`src/rtl/face_pkg.sv`:
```
// Shared definitions for the face-detection frame sequencer: state encoding,
// default image geometry and small state-decode helpers.
package face_pkg;

    localparam int unsigned IMG_WIDTH_DEF      = 256;
    localparam int unsigned IMG_HEIGHT_DEF     = 256;
    localparam int unsigned DEPTH_DEF          = 8;
    localparam int unsigned TIMEOUT_CYCLES_DEF = 1048576;

    typedef enum logic [2:0] {
        ST_IDLE     = 3'd0,
        ST_LOAD     = 3'd1,
        ST_WAIT_FIN = 3'd2,
        ST_STREAM   = 3'd3,
        ST_DONE     = 3'd4,
        ST_ERROR    = 3'd5
    } face_state_e;

    // The filter keeps processing from the end of the load until DONE/ERROR.
    function automatic logic drives_process(input face_state_e s);
        return (s == ST_WAIT_FIN) || (s == ST_STREAM);
    endfunction

endpackage

```
`src/rtl/face_seq_timeout.sv`:
```
// Loadable down-counter; expired is high while the count sits at zero.
module face_seq_timeout
    import face_pkg::*;
#(
    parameter int unsigned CW = 21
) (
    input  logic          clk,
    input  logic          rst_n,
    input  logic          load,
    input  logic [CW-1:0] load_val,
    input  logic          dec,
    output logic          expired
);

    logic [CW-1:0] count_r;

    // Count register: load has priority over decrement, saturates at zero.
    always_ff @(posedge clk or negedge rst_n) begin
        if (!rst_n) begin
            count_r <= '0;
        end else if (load) begin
            count_r <= load_val;
        end else if (dec && (count_r != '0)) begin
            count_r <= count_r - CW'(1);
        end else begin
            count_r <= count_r;
        end
    end

    assign expired = (count_r == '0);

endmodule

```
`src/rtl/face_seq_ctrl.sv`:
```
// Frame sequencer: reads a frame from the buffer into the filter, waits for
// the filter to finish, then captures the mask stream and centroid.
module face_seq_ctrl
    import face_pkg::*;
#(
    parameter int unsigned IMG_WIDTH      = IMG_WIDTH_DEF,
    parameter int unsigned IMG_HEIGHT     = IMG_HEIGHT_DEF,
    parameter int unsigned DEPTH          = DEPTH_DEF,
    parameter int unsigned TIMEOUT_CYCLES = TIMEOUT_CYCLES_DEF,
    localparam int unsigned AW            = $clog2(IMG_WIDTH * IMG_HEIGHT)
) (
    input  logic             clk,
    input  logic             rst_n,
    input  logic             start,
    input  logic             abort,
    output logic             busy,
    output logic             done,
    output logic             err_timeout,
    output logic             err_short,
    output logic             rd_en,
    output logic [AW-1:0]    rd_addr,
    input  logic [DEPTH-1:0] rd_r,
    input  logic [DEPTH-1:0] rd_g,
    input  logic [DEPTH-1:0] rd_b,
    output logic [DEPTH-1:0] pix_r,
    output logic [DEPTH-1:0] pix_g,
    output logic [DEPTH-1:0] pix_b,
    output logic             filt_enable,
    output logic             filt_enable_process,
    input  logic [DEPTH-1:0] filt_mask,
    input  logic [7:0]       filt_cx,
    input  logic [7:0]       filt_cy,
    input  logic             filt_centroid_ready,
    input  logic             filt_finish,
    output logic             mask_valid,
    output logic [DEPTH-1:0] mask_data,
    output logic [AW-1:0]    mask_index,
    output logic [7:0]       centroid_x,
    output logic [7:0]       centroid_y,
    output logic             centroid_valid
);

    localparam int unsigned TCW      = $clog2(TIMEOUT_CYCLES + 1);
    localparam logic [AW:0] N_CNT    = (AW+1)'(IMG_WIDTH * IMG_HEIGHT);
    // Read pipeline is two deep, so LOAD ends two cycles after the last address.
    localparam logic [AW:0] LOAD_END = (AW+1)'(IMG_WIDTH * IMG_HEIGHT + 1);
    localparam logic [TCW-1:0] TO_LOAD = TCW'(TIMEOUT_CYCLES - 1);

    face_state_e state_r, state_next_s;
    logic [AW:0] load_cnt_r, load_cnt_next_s;
    logic [AW:0] mask_cnt_r;
    logic        start_ok_s, set_to_s, set_sh_s;
    logic        rd_issue_s, pix_take_s, mask_take_s;
    logic        to_load_s, to_dec_s, to_expired_s;

    logic             busy_r, done_r, err_to_r, err_sh_r;
    logic             rd_en_r, rd_vld_d1_r, filt_enable_r, proc_r;
    logic [AW-1:0]    rd_addr_r;
    logic [DEPTH-1:0] pix_r_r, pix_g_r, pix_b_r;
    logic             mask_valid_r;
    logic [DEPTH-1:0] mask_data_r;
    logic [AW-1:0]    mask_index_r;
    logic [7:0]       cen_x_r, cen_y_r;
    logic             cen_valid_r;

    face_seq_timeout #(.CW(TCW)) u_timeout (
        .clk      (clk),
        .rst_n    (rst_n),
        .load     (to_load_s),
        .load_val (TO_LOAD),
        .dec      (to_dec_s),
        .expired  (to_expired_s)
    );

    // Next-state logic; abort outranks every other condition.
    always_comb begin
        state_next_s    = state_r;
        load_cnt_next_s = load_cnt_r;
        start_ok_s      = 1'b0;
        set_to_s        = 1'b0;
        set_sh_s        = 1'b0;
        case (state_r)
            ST_IDLE: begin
                if (abort) begin
                    state_next_s = ST_IDLE;
                end else if (start) begin
                    state_next_s    = ST_LOAD;
                    load_cnt_next_s = '0;
                    start_ok_s      = 1'b1;
                end else begin
                    state_next_s = ST_IDLE;
                end
            end
            ST_LOAD: begin
                if (abort) begin
                    state_next_s = ST_IDLE;
                end else begin
                    load_cnt_next_s = load_cnt_r + (AW+1)'(1);
                    if (load_cnt_r == LOAD_END) begin
                        state_next_s = ST_WAIT_FIN;
                    end else begin
                        state_next_s = ST_LOAD;
                    end
                end
            end
            ST_WAIT_FIN: begin
                if (abort) begin
                    state_next_s = ST_IDLE;
                end else if (filt_finish && filt_centroid_ready) begin
                    state_next_s = ST_STREAM;
                end else if (to_expired_s) begin
                    state_next_s = ST_ERROR;
                    set_to_s     = 1'b1;
                end else begin
                    state_next_s = ST_WAIT_FIN;
                end
            end
            ST_STREAM: begin
                if (abort) begin
                    state_next_s = ST_IDLE;
                end else if (!filt_finish) begin
                    if (mask_cnt_r == N_CNT) begin
                        state_next_s = ST_DONE;
                    end else begin
                        state_next_s = ST_ERROR;
                        set_sh_s     = 1'b1;
                    end
                end else begin
                    state_next_s = ST_STREAM;
                end
            end
            ST_DONE:  state_next_s = ST_IDLE;
            ST_ERROR: state_next_s = ST_IDLE;
            default:  state_next_s = ST_IDLE;
        endcase
    end

    assign rd_issue_s  = (state_next_s == ST_LOAD) && (load_cnt_next_s < N_CNT);
    assign pix_take_s  = rd_vld_d1_r && (state_next_s == ST_LOAD);
    assign mask_take_s = (state_r == ST_STREAM) && !abort && filt_finish &&
                         filt_centroid_ready && (mask_cnt_r < N_CNT);
    assign to_load_s   = (state_next_s == ST_WAIT_FIN) && (state_r != ST_WAIT_FIN);
    assign to_dec_s    = (state_r == ST_WAIT_FIN);

    // State, counters, control outputs and sticky error flags.
    always_ff @(posedge clk or negedge rst_n) begin
        if (!rst_n) begin
            state_r       <= ST_IDLE;
            load_cnt_r    <= '0;
            mask_cnt_r    <= '0;
            rd_en_r       <= 1'b0;
            rd_addr_r     <= '0;
            rd_vld_d1_r   <= 1'b0;
            filt_enable_r <= 1'b0;
            proc_r        <= 1'b0;
            busy_r        <= 1'b0;
            done_r        <= 1'b0;
            err_to_r      <= 1'b0;
            err_sh_r      <= 1'b0;
        end else begin
            state_r       <= state_next_s;
            load_cnt_r    <= load_cnt_next_s;
            rd_en_r       <= rd_issue_s;
            rd_addr_r     <= rd_issue_s ? load_cnt_next_s[AW-1:0] : '0;
            rd_vld_d1_r   <= rd_en_r && (state_next_s == ST_LOAD);
            filt_enable_r <= pix_take_s;
            proc_r        <= drives_process(state_next_s);
            busy_r        <= (state_next_s != ST_IDLE);
            done_r        <= (state_next_s == ST_DONE);
            if (start_ok_s) begin
                mask_cnt_r <= '0;
                err_to_r   <= 1'b0;
                err_sh_r   <= 1'b0;
            end else begin
                mask_cnt_r <= mask_take_s ? mask_cnt_r + (AW+1)'(1) : mask_cnt_r;
                err_to_r   <= err_to_r | set_to_s;
                err_sh_r   <= err_sh_r | set_sh_s;
            end
        end
    end

    // Datapath registers: pixel pass-through, mask capture, centroid latch.
    always_ff @(posedge clk or negedge rst_n) begin
        if (!rst_n) begin
            pix_r_r      <= '0;
            pix_g_r      <= '0;
            pix_b_r      <= '0;
            mask_valid_r <= 1'b0;
            mask_data_r  <= '0;
            mask_index_r <= '0;
            cen_x_r      <= 8'd0;
            cen_y_r      <= 8'd0;
            cen_valid_r  <= 1'b0;
        end else begin
            if (pix_take_s) begin
                pix_r_r <= rd_r;
                pix_g_r <= rd_g;
                pix_b_r <= rd_b;
            end
            mask_valid_r <= mask_take_s;
            if (mask_take_s) begin
                mask_data_r  <= filt_mask;
                mask_index_r <= mask_cnt_r[AW-1:0];
            end
            // Only the first centroid report of a frame is kept.
            if (start_ok_s) begin
                cen_valid_r <= 1'b0;
            end else if ((state_r != ST_IDLE) && filt_centroid_ready && !cen_valid_r) begin
                cen_x_r     <= filt_cx;
                cen_y_r     <= filt_cy;
                cen_valid_r <= 1'b1;
            end
        end
    end

    assign busy                = busy_r;
    assign done                = done_r;
    assign err_timeout         = err_to_r;
    assign err_short           = err_sh_r;
    assign rd_en               = rd_en_r;
    assign rd_addr             = rd_addr_r;
    assign pix_r               = pix_r_r;
    assign pix_g               = pix_g_r;
    assign pix_b               = pix_b_r;
    assign filt_enable         = filt_enable_r;
    assign filt_enable_process = proc_r;
    assign mask_valid          = mask_valid_r;
    assign mask_data           = mask_data_r;
    assign mask_index          = mask_index_r;
    assign centroid_x          = cen_x_r;
    assign centroid_y          = cen_y_r;
    assign centroid_valid      = cen_valid_r;

endmodule

```
`config.mk`:
```
export PLATFORM = sky130hd
export DESIGN_NAME = face_seq_ctrl
export DESIGN_NICKNAME = d
export VERILOG_FILES = /design/src/rtl/face_pkg.sv /design/src/rtl/face_seq_timeout.sv /design/src/rtl/face_seq_ctrl.sv
export SDC_FILE = /design/constraint.sdc
export NUM_CORES = 1
export LEC_CHECK = 0
export ABC_AREA = 1
export CELL_PAD_IN_SITES_DETAIL_PLACEMENT = 1
export CELL_PAD_IN_SITES_GLOBAL_PLACEMENT = 1
export CORE_MARGIN = 2
export CORE_UTILIZATION = 34
export DETAILED_ROUTE_END_ITERATION = 8
export HOLD_SLACK_MARGIN = 0.12
export PLACE_DENSITY = 0.82
export SLEW_MARGIN = 5
export SYNTH_ARGS = -nofsm -noshare
export SYNTH_HDL_FRONTEND = slang
export SYNTH_SLANG_ARGS = --single-unit
```
`constraint.sdc`:
```
create_clock -name clk -period 1.5 [get_ports clk]
set_input_delay 0.3 -clock clk [delete_from_list [all_inputs] [get_ports clk]]
set_output_delay 0.3 -clock clk [all_outputs]
set_load 0.005 [all_outputs]
```
==> metrics, run 1 <==
CP bufs+invs=3; Post-Route Skew=0.0265 ns; global router's overall resource usage=31.9%; Max Root-Sink Buffers=2; cell family with most CP delay=simple AND/OR/NAND/NOR gates; final slew viol count=0; share of final-layout standard cells stronger than drive strength 1=53.7%; switching share of total power=34.5%; net count of the finished layout=1301; number of top-level design ports=143; CTS tree=done; area share of the largest cell type after synthesis=53.5%; number of global-route vias before repair=9007; Reg clk slew, reported paths=0.09 ns; top cells by area in the synthesized netlist=dfrtp_1, nand2_1, nor2_1, inv_1, nand3_1; post-detailed-placement cell area=0.00984 sq mm; setup slack at placement=-0.666 ns; Final GP Congestion=0.925; required time at the endpoint of the critical path=1.84 ns; antenna violations before repair=3; count of different cell masters after synthesis=38; worst min path class=input pin to asynchronous set/reset pin; total power divided by cell area=1050 mW/mm^2; synthesized area per cell=8.33 sq um; setup repair after global routing missed its margin=true; Static Leak=6.73 nW; number of maximum-capacitance constraint violations=0; sw power=4.92 mW; Antenna Violating Nets Remaining=0; sequential area share after synthesis=53.5%; Worst Path Max Fanout=3; worst slew margin relative to its limit=62.0%; DP Wirelength=16900 um; synthesized instance count=831; core area=0.0201 sq mm; Worst EP arrival=2.56 ns; die extent in y=147 um; Worst Setup Slack, final=-0.721 ns; synth warn=0; CP startpoint kind=flop; WL/cell=31.3 um; root buffer cell=clkbuf_16; depth of the CTS H-tree=4; Synth Register Bits=148; drt via density=5.94; final standard cell area without fillers=0.0136 sq mm; Period Utilization, post-route=148%; largest area contributor in the synthesized netlist=dfrtp_1; relative contribution of sequential cells to total power=36.6%; number of failing hold endpoints at the final stage=0; outcome=complete, but fails checks; cell repeated most along the worst path=nand2_2; number of buffers created by CTS=17; CP endpoint kind=flop; Max rail drop VDD=1180 uV; via count=9053; first-pass GRT wire length=52700 um; Final setup viols=154; final wirelength=47700 um; Most used DFF post-synth=dfrtp_1; maximum clock frequency=450 MHz; maximum number of pins on one net before global-route repair=44; Comb pwr share=28.9%; actual slew at the worst max-slew pin=0.567 ns; insertion delay to the later sink of the worst-skew pair=0.46 ns; number of placement rows=52; clock net sink count=148; fraction of synthesis flops using an asynchronous set or reset pin=100%; Critical-path top delay cell=dfrtp_1; Worst Path Class, Setup=flop to flop; min Tclk post-route=2.22 ns; total congestion overflow after global routing=0; number of flops mapped to enable cells by yosys=0; Syn Std Cell Area=0.00692 sq mm; number of input and output port buffers inserted=142; Critical Path, Cell by Cell=inv_2 > ha_4 > nand3_4 > nor2_4 > nand2_2 > a21oi_4 > buf_6 > nand2_2 > nor2_4 > buf_6 > nand2_2 > nor2_1; synthesized netlist net count=891; Detailed Routing Iterations Pass 1=5; P&R area growth vs syn=96.3%; clock group share of total power=34.5%; Initial DRC Count=794; area of the die=0.0215 sq mm; initial standard-cell utilization of the core=34.4%; violations in the final reports=negative setup slack; die width=147 um; remaining design rule violation count=0; delay of the slowest cell on the worst path=0.44 ns; internal power component=9.36 mW
-- cell families (layout without fill, tap and decap cells) --
| group | Yosys count | count (layout) | share of synthesized area (%) |
|---|---|---|---|
| AND/OR/NAND/NOR | 471 | 473 | 29.4 |
| flip-flops | 148 | 148 | 53.5 |
| buffers and inverters | 109 | 530 | 6.56 |
| AO/OA/AOI/OAI | 74 | 74 | 5.96 |
| multiplexers | 16 | 16 | 2.60 |
| XOR/XNOR | 7 | 7 | 0.886 |
| adder cells (fa/ha/maj) | 6 | 6 | 1.08 |
| other | 0 | 1 | 0 |
-- layer usage --
layer  part of all wire [%]  GRT usage (%)  vias up
li1                       -              -     3501
met1                     36           35.5     4558
met2                     47           56.0      697
met3                    9.3           7.73      293
met4                    7.7           17.9        4
met5                  0.046              0        -
-- final cells by class --
class                           count  area [sq um]
Fill cell                        2084          6520
Multi-Input combinational cell    576          4540
Timing Repair Buffer              406          3930
Sequential cell                   148          3710
Clock buffer                       18           439
Inverter                           88           394
Tap cell                          270           338
Clock inverter                     14           190
Timing Repair inverter              4          50.0
Antenna cell                        1          2.50
-- state kept, by name (all words and copies together) (netlist names), 16 cells and up --
signal and cells:
load_cnt_r 17, mask_cnt_r 17, mask_index 16, rd_addr 16
u_timeout.count_r 21
-- cells in the final DEF, fill, tap and decap left out, types with 17 or more instances in the layout --
cell | netlist | layout
dfrtp_1 | 148 | 140
nor2_4 | 1 | 41
buf_6 | 3 | 54
inv_2 | 6 | 23
nand2_1 | 254 | 125
nand2_2 | 4 | 88
nand2_4 | 1 | 42
clkbuf_16 | 0 | 22
nor2_2 | 14 | 32
clkdlybuf4s50_1 | 0 | 51
nor2_1 | 89 | 31
nand3_4 | 1 | 17
nand3_2 | 2 | 18
inv_1 | 81 | 55
buf_4 | 2 | 175
dlygate4sd2_1 | 0 | 89
o21ai_2 | 0 | 20
nand4_1 | 21 | 21
nand3_1 | 53 | 23
-- power groups by stage --
stage               sequential (mW)  combinational, mW  clock (mW)
floorplan                      5.10              0.896           0
global placement               5.02               2.91           0
detailed placement             5.06               2.99           0
CTS                            4.99               3.03        4.69
global route                   5.26               4.27        5.04
finish                         5.22               4.13        4.93
-- timing repair --
action	in CTS	in global routing
hold buffers	1	0
buffers inserted	40	61
hold endpoints to repair	148	0
resized for setup	316	404
pin swaps	49	123
gates cloned	12	7
endpoints found under the setup margin	204	148
-- metrics by stage --
stage / instances / setup TNS [ns] / hold slack [ns] / utilization (%) / total power [mW]
2_1_floorplan: 831 / -2.98 / 0.00441 / - / 6.00
3_3_place_gp: 1377 / -55.38 / 0.156 / 48.9 / 7.93
3_5_place_dp: 1377 / -61.91 / 0.155 / 48.9 / 8.05
4_1_cts: 1462 / -10.79 / 0.268 / 57.8 / 12.7
5_1_grt: 1524 / -57.45 / 0.273 / 67.6 / 14.6
6_report: 1525 / -56.07 / 0.240 / 67.6 / 14.3
-- Yosys cell counts, types with 2 or more instances --
cell type	count
o21ai_0	45
nor2_2	14
inv_1	81
mux2_2	16
nand3_1	53
nand3_2	2
xor2_1	5
buf_2	10
dfrtp_1	148
nand4_1	21
a21oi_1	16
buf_4	2
nand2_2	4
nor3_1	21
nor2_1	89
inv_2	6
nand3b_1	6
ha_1	6
nand2_1	254
clkbuf_1	6
buf_6	3
a211oi_1	3
xnor2_1	2
o211ai_1	3
nor4_1	2
-- worst paths after layout --
check | startpoint | endpoint | slack (ns) | cells past startpoint
setup / recovery | load_cnt_r[1] | done | -0.72 | 12
hold / removal | rst_n | mask_index[4] | 0.24 | 2
setup reg to reg | load_cnt_r[1] | done | -0.72 | 12
hold reg to reg | centroid_x[2] | centroid_x[2] | 0.52 | 1
max in group asynchronous | rst_n | mask_cnt_r[8] | 0.61 | 3
min in group clk | rd_g[4] | pix_g[4] | 0.41 | 3
No activity file was read; power rests on OpenSTA's default activity.
==> run 2: changes to the inputs <==
--- a/config.mk
+++ b/config.mk
@@ -11,7 +11,6 @@
 export CORE_MARGIN = 2
 export CORE_UTILIZATION = 34
 export DETAILED_ROUTE_END_ITERATION = 8
-export HOLD_SLACK_MARGIN = 0.12
 export PLACE_DENSITY = 0.82
 export SLEW_MARGIN = 5
 export SYNTH_ARGS = -nofsm -noshare
==> results of run 2 <==
No change in the layout: final DEF, timing and power equal those of run 1.
==> run 3: changes to the inputs <==
--- a/config.mk
+++ b/config.mk
@@ -9,9 +9,9 @@
 export CELL_PAD_IN_SITES_DETAIL_PLACEMENT = 1
 export CELL_PAD_IN_SITES_GLOBAL_PLACEMENT = 1
 export CORE_MARGIN = 2
-export CORE_UTILIZATION = 34
+export CORE_UTILIZATION = 39
 export DETAILED_ROUTE_END_ITERATION = 8
-export PLACE_DENSITY = 0.82
+export PLACE_DENSITY = 0.88
 export SLEW_MARGIN = 5
 export SYNTH_ARGS = -nofsm -noshare
 export SYNTH_HDL_FRONTEND = slang
==> constraint.sdc (replaced) <==
create_clock -name clk -period 2.6 [get_ports clk]
set_input_delay 0.52 -clock clk [delete_from_list [all_inputs] [get_ports clk]]
set_output_delay 0.52 -clock clk [all_outputs]
set_load 0.005 [all_outputs]
==> run 3 against run 2 <==
Net effect: the run now ends clean; clock-buffer cell count down 1; combinational power down 62%; final cell count down 20%; sequential power down 44%; die area down 12%; sequential share of layout area up 13 points; non-clock buffer count down 252; hold slack worse by 0.18 ns; critical endpoint is now mask_cnt_r[14].
==> metrics, run 3 (same netlist as run 1, synthesis figures left out) <==
core area=0.0173 sq mm (-14%); WL/cell=17.8 um (-43%); cell family with most CP delay=simple AND/OR/NAND/NOR gates; most flop-heavy register=u_timeout.count_r; delay of the slowest cell on the worst path=0.45 ns (about the same); Reg clk slew, reported paths=0.06 ns (-0.03 ns); Resized cells post-CTS=0 (-100%); share of final-layout standard cells stronger than drive strength 1=9.54% (-44 points); Period Utilization, post-route=82.8% (-65 points); number of top-level design ports=143 (unchanged); worst slew margin relative to its limit=62.5% (+0.47 points); Worst Setup Slack, final=0.448 ns (+1.17 ns); Worst Path Max Fanout=4 (+1); number of maximum-capacitance constraint violations=0 (unchanged); Static Leak=4.23 nW (-37%); largest registers=u_timeout.count_r x21, load_cnt_r x17, mask_cnt_r x17; setup slack at placement=0.0524 ns (+0.719 ns); final antenna diode count=0 (-1); global router's overall resource usage=24.4% (-7.6 points); Critical Path, Cell by Cell=ha_1 > nand3_1 > nor2_1 > nand2_1 > nor4_1 > nand2_1 > nand2_1 > nand2_1 > nor2_1; number of placement rows=48 (-7.7%); final standard cell area without fillers=0.00920 sq mm (-32%); insertion delay to the later sink of the worst-skew pair=0.43 ns (-0.03 ns); CP endpoint kind=flop; number of buffers created by CTS=17 (unchanged); drt via density=5.23 (-12%); Max Root-Sink Buffers=2 (unchanged); Final setup viols=0 (-100%); remaining design rule violation count=0 (unchanged); initial standard-cell utilization of the core=40.0% (+5.6 points); total congestion overflow after global routing=0 (unchanged); number of hold buffers added after cts=0 (-1); most frequent cells in the layout=nand2_1, dfrtp_1, clkdlybuf4s50_1; number of failing hold endpoints at the final stage=0 (unchanged); maximum number of pins on one net before global-route repair=57 (+30%); Worst Path Class, Setup=flop to flop; min Tclk post-route=2.15 ns (-0.0685 ns); Cell Count Post-Placement=1189 (-14%); Final GP Congestion=0.858 (-7.3%); setup slack of the most critical reg-to-reg path=0.45 ns (+1.17 ns); first-pass GRT wire length=35200 um (-33%); actual slew at the worst max-slew pin=0.558 ns (-0.00877 ns); Post-Route Skew=0.00944 ns (-0.0171 ns); layout filler cell count=2063 (-1.0%); setup bufs post-CTS=0 (-100%); antenna violations before repair=0 (-3); area of the die=0.0188 sq mm (-12%); Detailed Routing Iterations Pass 1=5 (unchanged); logic depth of the worst setup path including buffers=9 (-3); Initial DRC Count=310 (-61%); launching point of the worst reg2reg path=mask_cnt_r[1]; Antenna Violating Nets Remaining=0 (unchanged); Worst EP arrival=2.51 ns (-0.05 ns); via count=6385 (-29%); die extent in y=137 um (-6.5%); final slew viol count=0 (unchanged); DP Wirelength=15100 um (-11%); final wirelength=21700 um (-54%); Power Total=6.96 mW (-51%); Critical-path top delay cell=nor4_1; P&R area growth vs syn=32.9%; post-detailed-placement cell area=0.00862 sq mm (-12%); commonest non-fill, non-tap cell in the layout=nand2_1; maximum clock frequency=465 MHz (+3.2%); number of global-route vias before repair=6875 (-24%); area of the multi-input gates=0.00277 sq mm (-39%); net count of the finished layout=1043 (-20%); outcome=completed; Setup TNS Final=0 ns (+56.07 ns); area occupied by registers=0.00370 sq mm (-0.27%); Max rail drop VDD=500 uV (-58%); die width=137 um (-6.5%); CTS tree=done; clock net sink count=148 (unchanged); CP startpoint kind=flop; cell repeated most along the worst path=nand2_1; worst min path class=input pin to asynchronous set/reset pin; setup repair after global routing missed its margin=false; worst r2r dst=mask_cnt_r[14]; worst reg2reg path depth=9 (-3); CP bufs+invs=0 (-3); number of input and output port buffers inserted=142 (unchanged); required time at the endpoint of the critical path=2.95 ns (+1.11 ns); final instance count without filler cells=1221 (-20%); total power divided by cell area=756 mW/mm^2 (-28%); depth of the CTS H-tree=4 (unchanged); Final Util=53.2% (-14 points); number of flip-flops under the largest register name=21 (unchanged); root buffer cell=clkbuf_16; worst hold slack=0.0609 ns (-0.179 ns)
## run 3: cell count changes in the layout (fill, tap and decap cells not counted), sizes merged, moves of 2 or more
cell | previous run | this run
clkdlybuf4s50 | 51 | 141
nand3 | 58 | 56
clkinvlp | 0 | 2
buf | 259 | 13
inv | 96 | 92
clkbuf | 23 | 17
dlygate4sd2 | 89 | 0
## run 3: layout make-up
class,count,area share (%)
inverters,88,3.62
clock inverters,15,1.69
clock buffers,17,4.62
repair buffers,154,16.7
multi-input cells,574,30.1
flip-flops and latches,148,40.3
well taps,225,3.06
## run 3: power by group
group	internal (mW)	total [mW]	leakage (nW)	switching, mW
sequential	2.68	2.94	1.88	0.262
combinational	0.888	1.56	2.06	0.673
clock	1.42	2.46	0.285	1.04
## run 3: layer usage
layer	vias up	wire length (um)	global-route usage (%)
li1	2954	-	-
met1	3213	8700	28.6
met2	171	11200	42.6
met3	47	1190	6.25
met4	0	573	9.68
met5	-	0	0
## run 3: worst max path at each step
stage | from | endpoint | slack (ns)
2_1_floorplan | load_cnt_r[1] | pix_b[2] | 1.00
3_3_place_gp | abort | pix_b[6] | 0.11
3_5_place_dp | abort | pix_b[6] | 0.05
4_1_cts | abort | pix_g[4] | 0.45
5_1_grt | mask_cnt_r[1] | mask_cnt_r[14] | 0.22
6_report | mask_cnt_r[1] | mask_cnt_r[14] | 0.45
